==> config.mk <==
export PLATFORM = sky130hd
export DESIGN_NAME = wb_port_arbiter
export DESIGN_NICKNAME = d
export VERILOG_FILES = /design/src/rtl/wb_arb_pkg.sv /design/src/rtl/wb_skid_fifo.sv /design/src/rtl/wb_port_arbiter.sv
export SDC_FILE = /design/constraint.sdc
export NUM_CORES = 1
export LEC_CHECK = 0
export BUFFER_PORTS_ARGS = -buffer_cell sky130_fd_sc_hd__buf_2
export CAP_MARGIN = 20
export CORE_MARGIN = 2
export CORE_UTILIZATION = 45
export DETAILED_ROUTE_END_ITERATION = 10
export HOLD_SLACK_MARGIN = 0.06
export PLACE_DENSITY = 0.68
export SLEW_MARGIN = 30
export SYNTH_ARGS = -nofsm -noshare
export SYNTH_HDL_FRONTEND = slang
export SYNTH_HIERARCHICAL = 1
export SYNTH_SLANG_ARGS = --single-unit
==> constraint.sdc <==
create_clock -name clk -period 3.7 [get_ports clk]
set_input_delay 0.37 -clock clk [delete_from_list [all_inputs] [get_ports clk]]
set_output_delay 0.37 -clock clk [all_outputs]
set_load 0.05 [all_outputs]
==> src/rtl/wb_arb_pkg.sv <==
// Shared types and default widths for the write-back port arbiter.
// Used by wb_skid_fifo and wb_port_arbiter.
package wb_arb_pkg;

   localparam int WB_DATA_W     = 32;
   localparam int WB_TAG_W      = 6;
   localparam int WB_FIFO_DEPTH = 2;

   typedef enum logic {
      WB_SRC_ALU  = 1'b0,
      WB_SRC_LOAD = 1'b1
   } wb_src_e;

   typedef struct packed {
      logic [WB_TAG_W-1:0]  tag;
      logic [WB_DATA_W-1:0] data;
   } wb_entry_t;

   function automatic wb_src_e other_src(input wb_src_e s);
      return (s == WB_SRC_ALU) ? WB_SRC_LOAD : WB_SRC_ALU;
   endfunction

endpackage

==> src/rtl/wb_skid_fifo.sv <==
// Small per-requester FIFO feeding the write-back arbiter.
// DEPTH must be a power of two so the pointers wrap naturally.
module wb_skid_fifo
   import wb_arb_pkg::*;
#(
   parameter int  DEPTH = WB_FIFO_DEPTH,
   parameter type T     = wb_entry_t,
   localparam int CW    = $clog2(DEPTH + 1),
   localparam int PW    = $clog2(DEPTH)
) (
   input  logic          clk,
   input  logic          rst,
   input  logic          i_flush,
   input  logic          i_push,
   input  logic          i_pop,
   input  T              i_din,
   output T              o_head,
   output logic [CW-1:0] o_count,
   output logic          o_full,
   output logic          o_empty
);

   T              r_mem [DEPTH];
   logic [PW-1:0] r_wr_ptr;
   logic [PW-1:0] r_rd_ptr;
   logic [CW-1:0] r_count;
   logic          w_push;
   logic          w_pop;
   logic          w_clear;

   assign o_full  = (r_count == CW'(DEPTH));
   assign o_empty = (r_count == '0);
   assign w_clear = rst | i_flush;
   // A full FIFO refuses a push even in a cycle it pops.
   assign w_push  = i_push & ~o_full;
   assign w_pop   = i_pop & ~o_empty;
   assign o_head  = r_mem[r_rd_ptr];
   assign o_count = r_count;

   always_ff @(posedge clk) begin
      if (w_clear) begin
         r_wr_ptr <= '0;
         r_rd_ptr <= '0;
         r_count  <= '0;
      end else begin
         if (w_push) begin
            r_wr_ptr <= r_wr_ptr + 1'b1;
         end
         if (w_pop) begin
            r_rd_ptr <= r_rd_ptr + 1'b1;
         end
         case ({w_push, w_pop})
            2'b10:   r_count <= r_count + 1'b1;
            2'b01:   r_count <= r_count - 1'b1;
            default: r_count <= r_count;
         endcase
      end
   end

   always_ff @(posedge clk) begin
      if (w_push && !w_clear) begin
         r_mem[r_wr_ptr] <= i_din;
      end
   end

endmodule

==> src/rtl/wb_port_arbiter.sv <==
// Round-robin arbiter sharing one register-file write port between ALU and load.
// Define WB_ARB_BYPASS_EN to let a request skip an empty FIFO when granted.
module wb_port_arbiter
   import wb_arb_pkg::*;
#(
   parameter int  DATA_WIDTH = WB_DATA_W,
   parameter int  TAG_WIDTH  = WB_TAG_W,
   parameter int  FIFO_DEPTH = WB_FIFO_DEPTH,
   localparam int CW         = $clog2(FIFO_DEPTH + 1)
) (
   input  logic                  clk,
   input  logic                  rst,
   input  logic                  flush,
   input  logic                  alu_valid,
   output logic                  alu_ready,
   input  logic [TAG_WIDTH-1:0]  alu_tag,
   input  logic [DATA_WIDTH-1:0] alu_data,
   input  logic                  ld_valid,
   output logic                  ld_ready,
   input  logic [TAG_WIDTH-1:0]  ld_tag,
   input  logic [DATA_WIDTH-1:0] ld_data,
   output logic                  wb_valid,
   output logic [TAG_WIDTH-1:0]  wb_tag,
   output logic [DATA_WIDTH-1:0] wb_data,
   output logic                  wb_src,
   output logic [CW-1:0]         alu_count,
   output logic [CW-1:0]         ld_count
);

   typedef struct packed {
      logic [TAG_WIDTH-1:0]  tag;
      logic [DATA_WIDTH-1:0] data;
   } entry_t;

   entry_t  w_alu_in;
   entry_t  w_ld_in;
   entry_t  w_alu_head;
   entry_t  w_ld_head;
   entry_t  w_grant_entry;
   logic    w_alu_full;
   logic    w_alu_empty;
   logic    w_ld_full;
   logic    w_ld_empty;
   logic    w_alu_req;
   logic    w_ld_req;
   logic    w_alu_byp;
   logic    w_ld_byp;
   logic    w_alu_cand;
   logic    w_ld_cand;
   logic    w_grant_valid;
   wb_src_e w_grant_src;
   wb_src_e w_rr_nxt;
   logic    w_alu_gnt;
   logic    w_ld_gnt;
   logic    w_alu_push;
   logic    w_ld_push;
   logic    w_alu_pop;
   logic    w_ld_pop;

   wb_src_e                 r_rr;
   logic                    r_wb_valid;
   logic [TAG_WIDTH-1:0]    r_wb_tag;
   logic [DATA_WIDTH-1:0]   r_wb_data;
   wb_src_e                 r_wb_src;

   assign w_alu_in.tag  = alu_tag;
   assign w_alu_in.data = alu_data;
   assign w_ld_in.tag   = ld_tag;
   assign w_ld_in.data  = ld_data;

   // Ready is held low through reset and otherwise tracks occupancy only.
   assign alu_ready = ~rst & ~w_alu_full;
   assign ld_ready  = ~rst & ~w_ld_full;
   assign w_alu_req = alu_valid & alu_ready;
   assign w_ld_req  = ld_valid & ld_ready;

`ifdef WB_ARB_BYPASS_EN
   assign w_alu_byp = w_alu_empty & w_alu_req;
   assign w_ld_byp  = w_ld_empty & w_ld_req;
`else
   assign w_alu_byp = 1'b0;
   assign w_ld_byp  = 1'b0;
`endif

   assign w_alu_cand = ~w_alu_empty | w_alu_byp;
   assign w_ld_cand  = ~w_ld_empty | w_ld_byp;

   always_comb begin
      w_grant_valid = 1'b0;
      w_grant_src   = r_rr;
      w_rr_nxt      = r_rr;
      if (!flush) begin
         case ({w_alu_cand, w_ld_cand})
            2'b11: begin
               w_grant_valid = 1'b1;
               w_grant_src   = r_rr;
               w_rr_nxt      = other_src(r_rr);
            end
            2'b10: begin
               w_grant_valid = 1'b1;
               w_grant_src   = WB_SRC_ALU;
            end
            2'b01: begin
               w_grant_valid = 1'b1;
               w_grant_src   = WB_SRC_LOAD;
            end
            default: begin
               w_grant_valid = 1'b0;
            end
         endcase
      end
   end

   assign w_alu_gnt = w_grant_valid & (w_grant_src == WB_SRC_ALU);
   assign w_ld_gnt  = w_grant_valid & (w_grant_src == WB_SRC_LOAD);

   // A granted bypass request never lands in its FIFO.
   assign w_alu_pop  = w_alu_gnt & ~w_alu_byp;
   assign w_ld_pop   = w_ld_gnt & ~w_ld_byp;
   assign w_alu_push = w_alu_req & ~(w_alu_gnt & w_alu_byp);
   assign w_ld_push  = w_ld_req & ~(w_ld_gnt & w_ld_byp);

   always_comb begin
      w_grant_entry = w_alu_head;
      if (w_grant_src == WB_SRC_ALU) begin
         w_grant_entry = w_alu_byp ? w_alu_in : w_alu_head;
      end else begin
         w_grant_entry = w_ld_byp ? w_ld_in : w_ld_head;
      end
   end

   wb_skid_fifo #(
      .DEPTH (FIFO_DEPTH),
      .T     (entry_t)
   ) u_alu_fifo (
      .clk     (clk),
      .rst     (rst),
      .i_flush (flush),
      .i_push  (w_alu_push),
      .i_pop   (w_alu_pop),
      .i_din   (w_alu_in),
      .o_head  (w_alu_head),
      .o_count (alu_count),
      .o_full  (w_alu_full),
      .o_empty (w_alu_empty)
   );

   wb_skid_fifo #(
      .DEPTH (FIFO_DEPTH),
      .T     (entry_t)
   ) u_ld_fifo (
      .clk     (clk),
      .rst     (rst),
      .i_flush (flush),
      .i_push  (w_ld_push),
      .i_pop   (w_ld_pop),
      .i_din   (w_ld_in),
      .o_head  (w_ld_head),
      .o_count (ld_count),
      .o_full  (w_ld_full),
      .o_empty (w_ld_empty)
   );

   always_ff @(posedge clk) begin
      if (rst) begin
         r_rr       <= WB_SRC_LOAD;
         r_wb_valid <= 1'b0;
         r_wb_tag   <= '0;
         r_wb_data  <= '0;
         r_wb_src   <= WB_SRC_ALU;
      end else begin
         r_rr       <= w_rr_nxt;
         r_wb_valid <= w_grant_valid;
         if (w_grant_valid) begin
            r_wb_tag  <= w_grant_entry.tag;
            r_wb_data <= w_grant_entry.data;
            r_wb_src  <= w_grant_src;
         end
      end
   end

   assign wb_valid = r_wb_valid;
   assign wb_tag   = r_wb_tag;
   assign wb_data  = r_wb_data;
   assign wb_src   = r_wb_src;

endmodule

# --- Word level (Yosys, flattened, before mapping) ---
# Memories as Yosys holds them, arrays and structs flattened. A register that Yosys moved wholly into a read port is not among the register bits.
# Index checks and enable logic that the tools add are counted.
word_totals:
  reg_bits: 49
  ram_bits: 152
  out_inout_bits: 46
  mem_count: 2
op_classes:
  n_addsub: 8
  eq_ne: 9
  muxes: 16
  bitwise_logic: 18
  n_reduce_logical: 9
memory_table:
  columns: ["name", "words", "width", "read_ports", "rd_clocked_by_memory_dff", "write_ports", "line_no", "source"]
  rows:
  - ["u_alu_fifo.r_mem", 2, 38, 1, 1, 1, "wb_skid_fifo.sv:23", "T r_mem [DEPTH];"]
  - ["u_ld_fifo.r_mem", 2, 38, 1, 1, 1, "wb_skid_fifo.sv:23", null]
op_table:
  columns: ["cell", "n"]
  rows:
  - ["2-to-1 mux 38 bit", 1]
  - ["equality test 2 bit, second input constant", 6]
  - ["2-to-1 mux 1 bit", 12]
  - ["AND 1 bit", 10]
  - ["one-hot mux 2 bit (2 select lines)", 2]
  - ["NOT 1 bit", 7]
  - ["equality test 2 x 1 -> 1 bit, second input constant", 3]
  - ["adder 1 bit, second input constant", 4]
  - ["adder 2 x 1 -> 2 bit, second input constant", 2]
  - ["logical NOT 2 bit", 2]
  - ["nonzero test 2 bit", 2]
  - ["subtractor 2 x 1 -> 2 bit, second input constant", 2]
  - ["OR reduction 3 bit", 1]
  - ["logical AND 1 bit", 2]
  - ["one-hot mux 1 bit (2 select lines)", 1]
  - ["AND reduction 2 bit", 1]
  - ["logical NOT 1 bit", 1]
  - ["bitwise OR 1 bit", 1]

# --- Depth between registers and ports, before layout ---
logic_depth:
  word_depth: 10
  mapped_depth: 13
  mapped_depth_nobuf: 11

# --- Hierarchy ---
# The synthesis kept the hierarchy.
by_module_without_submodules:
  columns: ["mod", "instances", "cells_per_inst", "area_each_um2", "seq_area_each_um2"]
  rows:
  - ["wb_skid_fifo", 2, 146, 2964.1, 2382.3]
  - ["wb_port_arbiter", 1, 250, 2318.5, 820.8]

# --- Worst setup path after synthesis ---
# Ideal clock, no wire load.
synth_path:
  path_kind: "register to register"
  from: "reg u_ld_fifo.r_count[0] (netlist: u_ld_fifo/o_count[0])"
  to: "mem u_ld_fifo/r_mem[0][0] (netlist name) (enable)"
  setup_time_ps: 481
  t_arrival_ps: 4548
  path_slack_ps: -1329
  path_stages_with_launch: 6
  n_path_buf: 0
  period_less_slack_ps: 5029
  path_cell_list: "dfxtp_1 > nor2b_1 > nor2_1 > and2_1 > nand2b_1 > nor3_1"
synth_via:
  elab_chain_len: 8
synth_lines:
  columns: ["element", "line_no", "source"]
  rows:
  - ["from (decl)", "wb_skid_fifo.sv:26", "logic [CW-1:0] r_count;"]
  - ["from (signal assigned)", "wb_skid_fifo.sv:53", "2'b10: r_count <= r_count + 1'b1;"]
  - ["from (signal assigned)", "wb_skid_fifo.sv:54", "2'b01: r_count <= r_count - 1'b1;"]
  - ["from (signal assigned)", "wb_skid_fifo.sv:55", "default: r_count <= r_count;"]
  - ["equality test 2 bit", "wb_skid_fifo.sv:31", "assign o_full = (r_count == CW'(DEPTH));"]
  - ["named net w_ld_full", "wb_port_arbiter.sv:42", "logic w_ld_full;"]
  - ["NOT 1 bit", "wb_port_arbiter.sv:73", "assign ld_ready = ~rst & ~w_ld_full;"]
  - ["AND 1 bit", "wb_port_arbiter.sv:73", null]
  - ["named net ld_ready", "wb_port_arbiter.sv:19", "output logic ld_ready,"]
  - ["AND 1 bit", "wb_port_arbiter.sv:75", "assign w_ld_req = ld_valid & ld_ready;"]
  - ["named net w_ld_push", "wb_port_arbiter.sv:56", "logic w_ld_push;"]
  - ["AND 1 bit", "wb_skid_fifo.sv:35", "assign w_push = i_push & ~o_full;"]
  - ["logical AND 1 bit", "wb_skid_fifo.sv:61", "if (w_push && !w_clear) begin"]
  - ["2-to-1 mux 1 bit", "wb_skid_fifo.sv:61", null]
  - ["2-to-1 mux 1 bit (not written as such)", "wb_skid_fifo.sv:62", "r_mem[r_wr_ptr] <= i_din;"]
  - ["to (decl)", "wb_skid_fifo.sv:23", null]
# The timed path passes the listed nets, and every way through them passes these cells.

# --- Worst setup path in the final report ---
layout_path:
  from: "reg u_alu_fifo.r_count[0] (netlist: u_alu_fifo/o_count[0])"
  to: "reg u_ld_fifo.r_count[1] (netlist: u_ld_fifo/o_count[1])"
layout_via:
  elab_chain_len: 10
  elab_cells_between_ends: 16
  cone_classes: "5 x eq/ne; 5 x mux; 3 x bitwise; 3 x reduce/logical"
layout_lines:
  columns: ["element", "line_no", "source"]
  rows:
  - ["from (decl)", "wb_skid_fifo.sv:26", null]
  - ["from (signal assigned)", "wb_skid_fifo.sv:53", null]
  - ["from (signal assigned)", "wb_skid_fifo.sv:54", null]
  - ["from (signal assigned)", "wb_skid_fifo.sv:55", null]
  - ["logical NOT 2 bit *", "wb_skid_fifo.sv:32", "assign o_empty = (r_count == '0);"]
  - ["named net w_alu_empty", "wb_port_arbiter.sv:41", "logic w_alu_empty;"]
  - ["NOT 1 bit *", "wb_port_arbiter.sv:85", "assign w_alu_cand = ~w_alu_empty | w_alu_byp;"]
  - ["equality test 2 x 1 -> 1 bit or equality test 2 bit (tied branches)", "wb_port_arbiter.sv:93", "case ({w_alu_cand, w_ld_cand})"]
  - ["OR reduction 3 bit (no source line)", null, null]
  - ["2-to-1 mux 1 bit", "wb_port_arbiter.sv:93", null]
  - ["2-to-1 mux 1 bit", "wb_port_arbiter.sv:92", "if (!flush) begin"]
  - ["AND 1 bit *", "wb_port_arbiter.sv:115", "assign w_ld_gnt = w_grant_valid & (w_grant_src == WB_SRC_LOAD);"]
  - ["named net w_ld_gnt", "wb_port_arbiter.sv:54", "logic w_ld_gnt;"]
  - ["AND 1 bit *", "wb_skid_fifo.sv:36", "assign w_pop = i_pop & ~o_empty;"]
  - ["named net u_ld_fifo.w_pop", "wb_skid_fifo.sv:28", "logic w_pop;"]
  - ["equality test 2 x 1 -> 1 bit or equality test 2 bit (tied branches)", "wb_skid_fifo.sv:52", "case ({w_push, w_pop})"]
  - ["one-hot mux 2 bit (2 select lines) or nonzero test 2 bit (tied branches)", null, null]
# Mark *: on every way through the listed nets, which the timed path passes. The rest lies on a longest branch.
# A chain may end at the register's enable or synchronous reset.

==> impl_metrics.py <==
metrics = {
    "layout": {
        "drive_gt1_frac": 0.274,
        "final_cell_mix": "edfxtp_1, buf_2, mux2_1, nor2_1, dfxtp_1",
        "postLayoutCoreUtil": 0.564,
        "multi_input_area_um2": 2450,
        "areaGrowthSynthToFinish_pct": 22.9,
        "regArea_um2": 5590,
        "final_cell_area_um2": 10100,
        "fillers": 1485,
        "diodes": 0,
        "final_common_cell": "edfxtp_1",
        "nNetsFinal": 779,
    },
    "timing": {
        "worst_slew_pin_slew_ns": 0.774,
        "finalHoldViolCount": 0,
        "setup_violations": 0,
        "skew_ns": 0.00797,
        "period_minus_slack_ns": 2.96,
        "fmax_mhz": 338,
        "slew_violations": 0,
        "fin_crit_sh": 0.800,
        "rsz0062_at_grt": "false",
        "relSlewSlack": 0.471,
    },
    "grt": {
        "grt_pass1_vias": 5359,
        "grt_usage": 0.186,
        "grt_pass1_wl_um": 28500,
        "grt_max_degree": 46,
        "antenna_found_initial": 0,
        "grt.overflow.total": 0,
    },
    "power_and_ir_drop": {
        "p_leak_nw": 3.78,
        "combPwrFrac": 0.069,
        "pwr_density_cell_nw_per_um2": 496,
        "pwr-share-clk": 0.432,
        "switching_power_mw": 1.11,
        "sw_frac_of_total": 0.220,
        "seq_power_share": 0.499,
        "intPower_mw": 3.93,
        "ir_worst_vdd_uv": 341,
    },
    "setup_path": {
        "rr_startpoint": "u_alu_fifo/o_count[0]$_SDFFE_PP0P_",
        "critPathBufInv": 1,
        "cpPeakStageDelay_ns": 0.53,
        "reg2regPathDepth": 10,
        "worst_ep_required_time_ns": 4.12,
        "reg2reg_slack_ns": 0.74,
        "crit_top_cell": "ha_1",
        "path_class": "reg2reg",
        "cpMaxStageDelayCell": "and3b_4",
        "startpoint_type": "flip-flop",
        "worstReg2RegEnd": "u_ld_fifo/o_count[1]$_SDFFE_PP0P_",
        "crit_family": "simple AND/OR/NAND/NOR gates",
        "end_kind": "flip-flop",
        "crit_fanout": 39,
        "cp.arrival_ns": 3.38,
        "path_cells": "nor2_1 > inv_1 > ha_1 > and3b_4 > a21o_4 > and2_1 > o21a_1 > ha_1 > or3_1 > a21oi_1",
    },
    "routing": {
        "drtPass1Iterations": 4,
        "avgRoutedWirePerCell_um": 19.5,
        "wl_um": 18300,
        "drc": 0,
        "drt-initial-drc-count": 315,
        "drtAntennaViolNets": 0,
        "num_vias": 5104,
        "vias_per_cell": 5.45,
    },
    "clocking": {
        "cts_setup_buffers": 0,
        "cts_root_buf": "clkbuf_16",
        "clk_latency_ns": 0.49,
        "clk_pin_slew_ns": 0.06,
        "h-tree-depth": 1,
        "cts_tree": "done",
        "numCtsBuffers": 22,
        "cts.sinks": 203,
        "max-clock-path-buffers": 3,
    },
    "logic_synthesis": {
        "synthesis.area_um2": 8250,
        "syn-num-nets": 629,
        "synth_cell_type_count": 34,
        "synth_compound_area_frac": 0.128,
        "async_reset_ff_frac": 0,
        "synth_area_per_cell_um2": 15.2,
        "synth_xor_area_frac": 0.00743,
        "muxShareOfSynthArea": 0.105,
        "ys_ff_latch": 203,
        "syn_inst": 542,
        "synth_top_family_by_area": "compound AO/OA/AOI/OAI gates",
        "synth-main-ff-cell": "edfxtp_1",
        "synth-adder-area-share": 0.00910,
        "synth_warnings": 6,
        "synthSimpleGateAreaFrac": 0.0416,
        "seq_area_frac_synth": 0.677,
        "synth_edf_count": 152,
    },
    "floorplanning": {
        "die_area_um2": 19400,
        "ios": 127,
        "rows": 49,
        "dieHeight_um": 139,
        "start_util": 0.459,
        "design.core.area_um2": 18000,
        "die_w_um": 139,
    },
    "flow_run": {
        "cap_violations": 0,
    },
    "place": {
        "io_buffer_count": 126,
        "hpwl_um": 12100,
        "gp_congestion": 0.789,
        "dpl_cell_area_um2": 9040,
    },
    "min_path": {
        "whs_path_depth": 1,
        "hold_end": "u_ld_fifo/r_mem[1][36]$_DFFE_PP_",
        "min_from": "ld_tag[4]",
        "hp-class": "in2reg",
    },
    "status": {
        "status": "finished clean",
    },
}
-- how the worst max path moves through the flow --
stage               depth (start not counted)                                  to                               start
floorplan                                   5     u_ld_fifo/r_mem[0][0]$_DFFE_PP_   u_ld_fifo/o_count[0]$_SDFFE_PP0P_
global placement                           10   u_ld_fifo/o_count[1]$_SDFFE_PP0P_  u_alu_fifo/o_count[0]$_SDFFE_PP0P_
detailed placement                         10  u_alu_fifo/o_count[1]$_SDFFE_PP0P_  u_alu_fifo/o_count[0]$_SDFFE_PP0P_
CTS                                        10   u_ld_fifo/o_count[1]$_SDFFE_PP0P_  u_alu_fifo/o_count[0]$_SDFFE_PP0P_
global route                               10   u_ld_fifo/o_count[1]$_SDFFE_PP0P_  u_alu_fifo/o_count[0]$_SDFFE_PP0P_
finish                                     10   u_ld_fifo/o_count[1]$_SDFFE_PP0P_  u_alu_fifo/o_count[0]$_SDFFE_PP0P_
-- cells in the mapped netlist (4+ instances only) --
library cell / number / area share
a2111oi_0: 25 / 0.027
a2111oi_1: 7 / 0.0085
a2111oi_2: 6 / 0.011
a211oi_1: 33 / 0.030
a211oi_2: 6 / 0.0091
a21oi_1: 4 / 0.0024
buf_2: 14 / 0.0085
buf_6: 7 / 0.0096
clkbuf_1: 20 / 0.0091
dfxtp_1: 51 / 0.12
edfxtp_1: 152 / 0.55
ha_1: 6 / 0.0091
inv_1: 6 / 0.0027
mux2_1: 76 / 0.10
nor2_1: 52 / 0.024
nor3_1: 4 / 0.0024
o21ai_0: 4 / 0.0024
o21bai_1: 38 / 0.035
or3_1: 4 / 0.0030
xnor2_1: 5 / 0.0053
-- logic make-up after synthesis --
family | after synthesis
AOI/OAI and AO/OA | 126
xor gates and xnor gates | 7
adders and majority gates | 6
buffers and inverters | 49
DFF | 203
muxes | 77
and+or+nand+nor | 74
-- metrics by stage --
stage	worst slack (ns)	hold WS [ns]	setup TNS, ns	cells	power [mW]
finish	0.739	0.0746	0	937	5.03
global route	0.594	0.0610	0	937	5.18
CTS	0.772	0.0602	0	934	5.07
detailed placement	0.812	0.509	0	862	2.88
global placement	0.939	0.505	0	862	2.87
floorplan	-0.175	0.469	-24.57	542	2.76
-- state kept, by name, summed over array words and instances, names as in the netlist, named ones only --
signal	count
u_ld_fifo/o_count	2
wb_valid	1
r_rr	1
u_ld_fifo/r_wr_ptr	1
wb_data	32
u_ld_fifo/r_mem	76
u_alu_fifo/o_count	2
wb_src	1
wb_tag	6
u_alu_fifo/r_rd_ptr	1
u_alu_fifo/r_mem	76
u_alu_fifo/r_wr_ptr	1
u_ld_fifo/r_rd_ptr	1
-- worst reg2reg max path, cell delays in order (launching register included) --
cell	delay, ns
dfxtp_1	0.37
nor2_1	0.27
inv_1	0.08
ha_1	0.39
and3b_4	0.53
a21o_4	0.16
and2_1	0.13
o21a_1	0.18
ha_1	0.29
or3_1	0.36
a21oi_1	0.13
-- metal layers --
layer / track usage / share of wire / vias up
met4: 0.0473 / 0.023 / 0
li1: - / - / 2398
met2: 0.340 / 0.52 / 163
met3: 0.0365 / 0.059 / 31
met5: 0 / 0 / -
met1: 0.227 / 0.39 / 2512
-- power groups by stage --
stage	clock, mW	sequential (mW)	combinational, mW
2_1_floorplan	0	2.64	0.118
3_3_place_gp	0	2.56	0.305
3_5_place_dp	0	2.56	0.317
4_1_cts	2.21	2.52	0.345
5_1_grt	2.30	2.52	0.369
6_report	2.17	2.51	0.345
-- cell type report --
cell class,instances,area share
timing repair buffer,169,0.103
multi-input combinational,290,0.242
inverter,6,0.00222
clock buffer,34,0.0699
sequential,203,0.552
clock inverter,6,0.00358
tap,229,0.0283
-- timing repair --
| item | 4_1_cts | 5_1_grt |
|---|---|---|
| gates resized for setup | 0 | 0 |
| hold buffers | 32 | 3 |
| hold endpoints to repair | 63 | 6 |
Power figures use the tool's default switching activity.
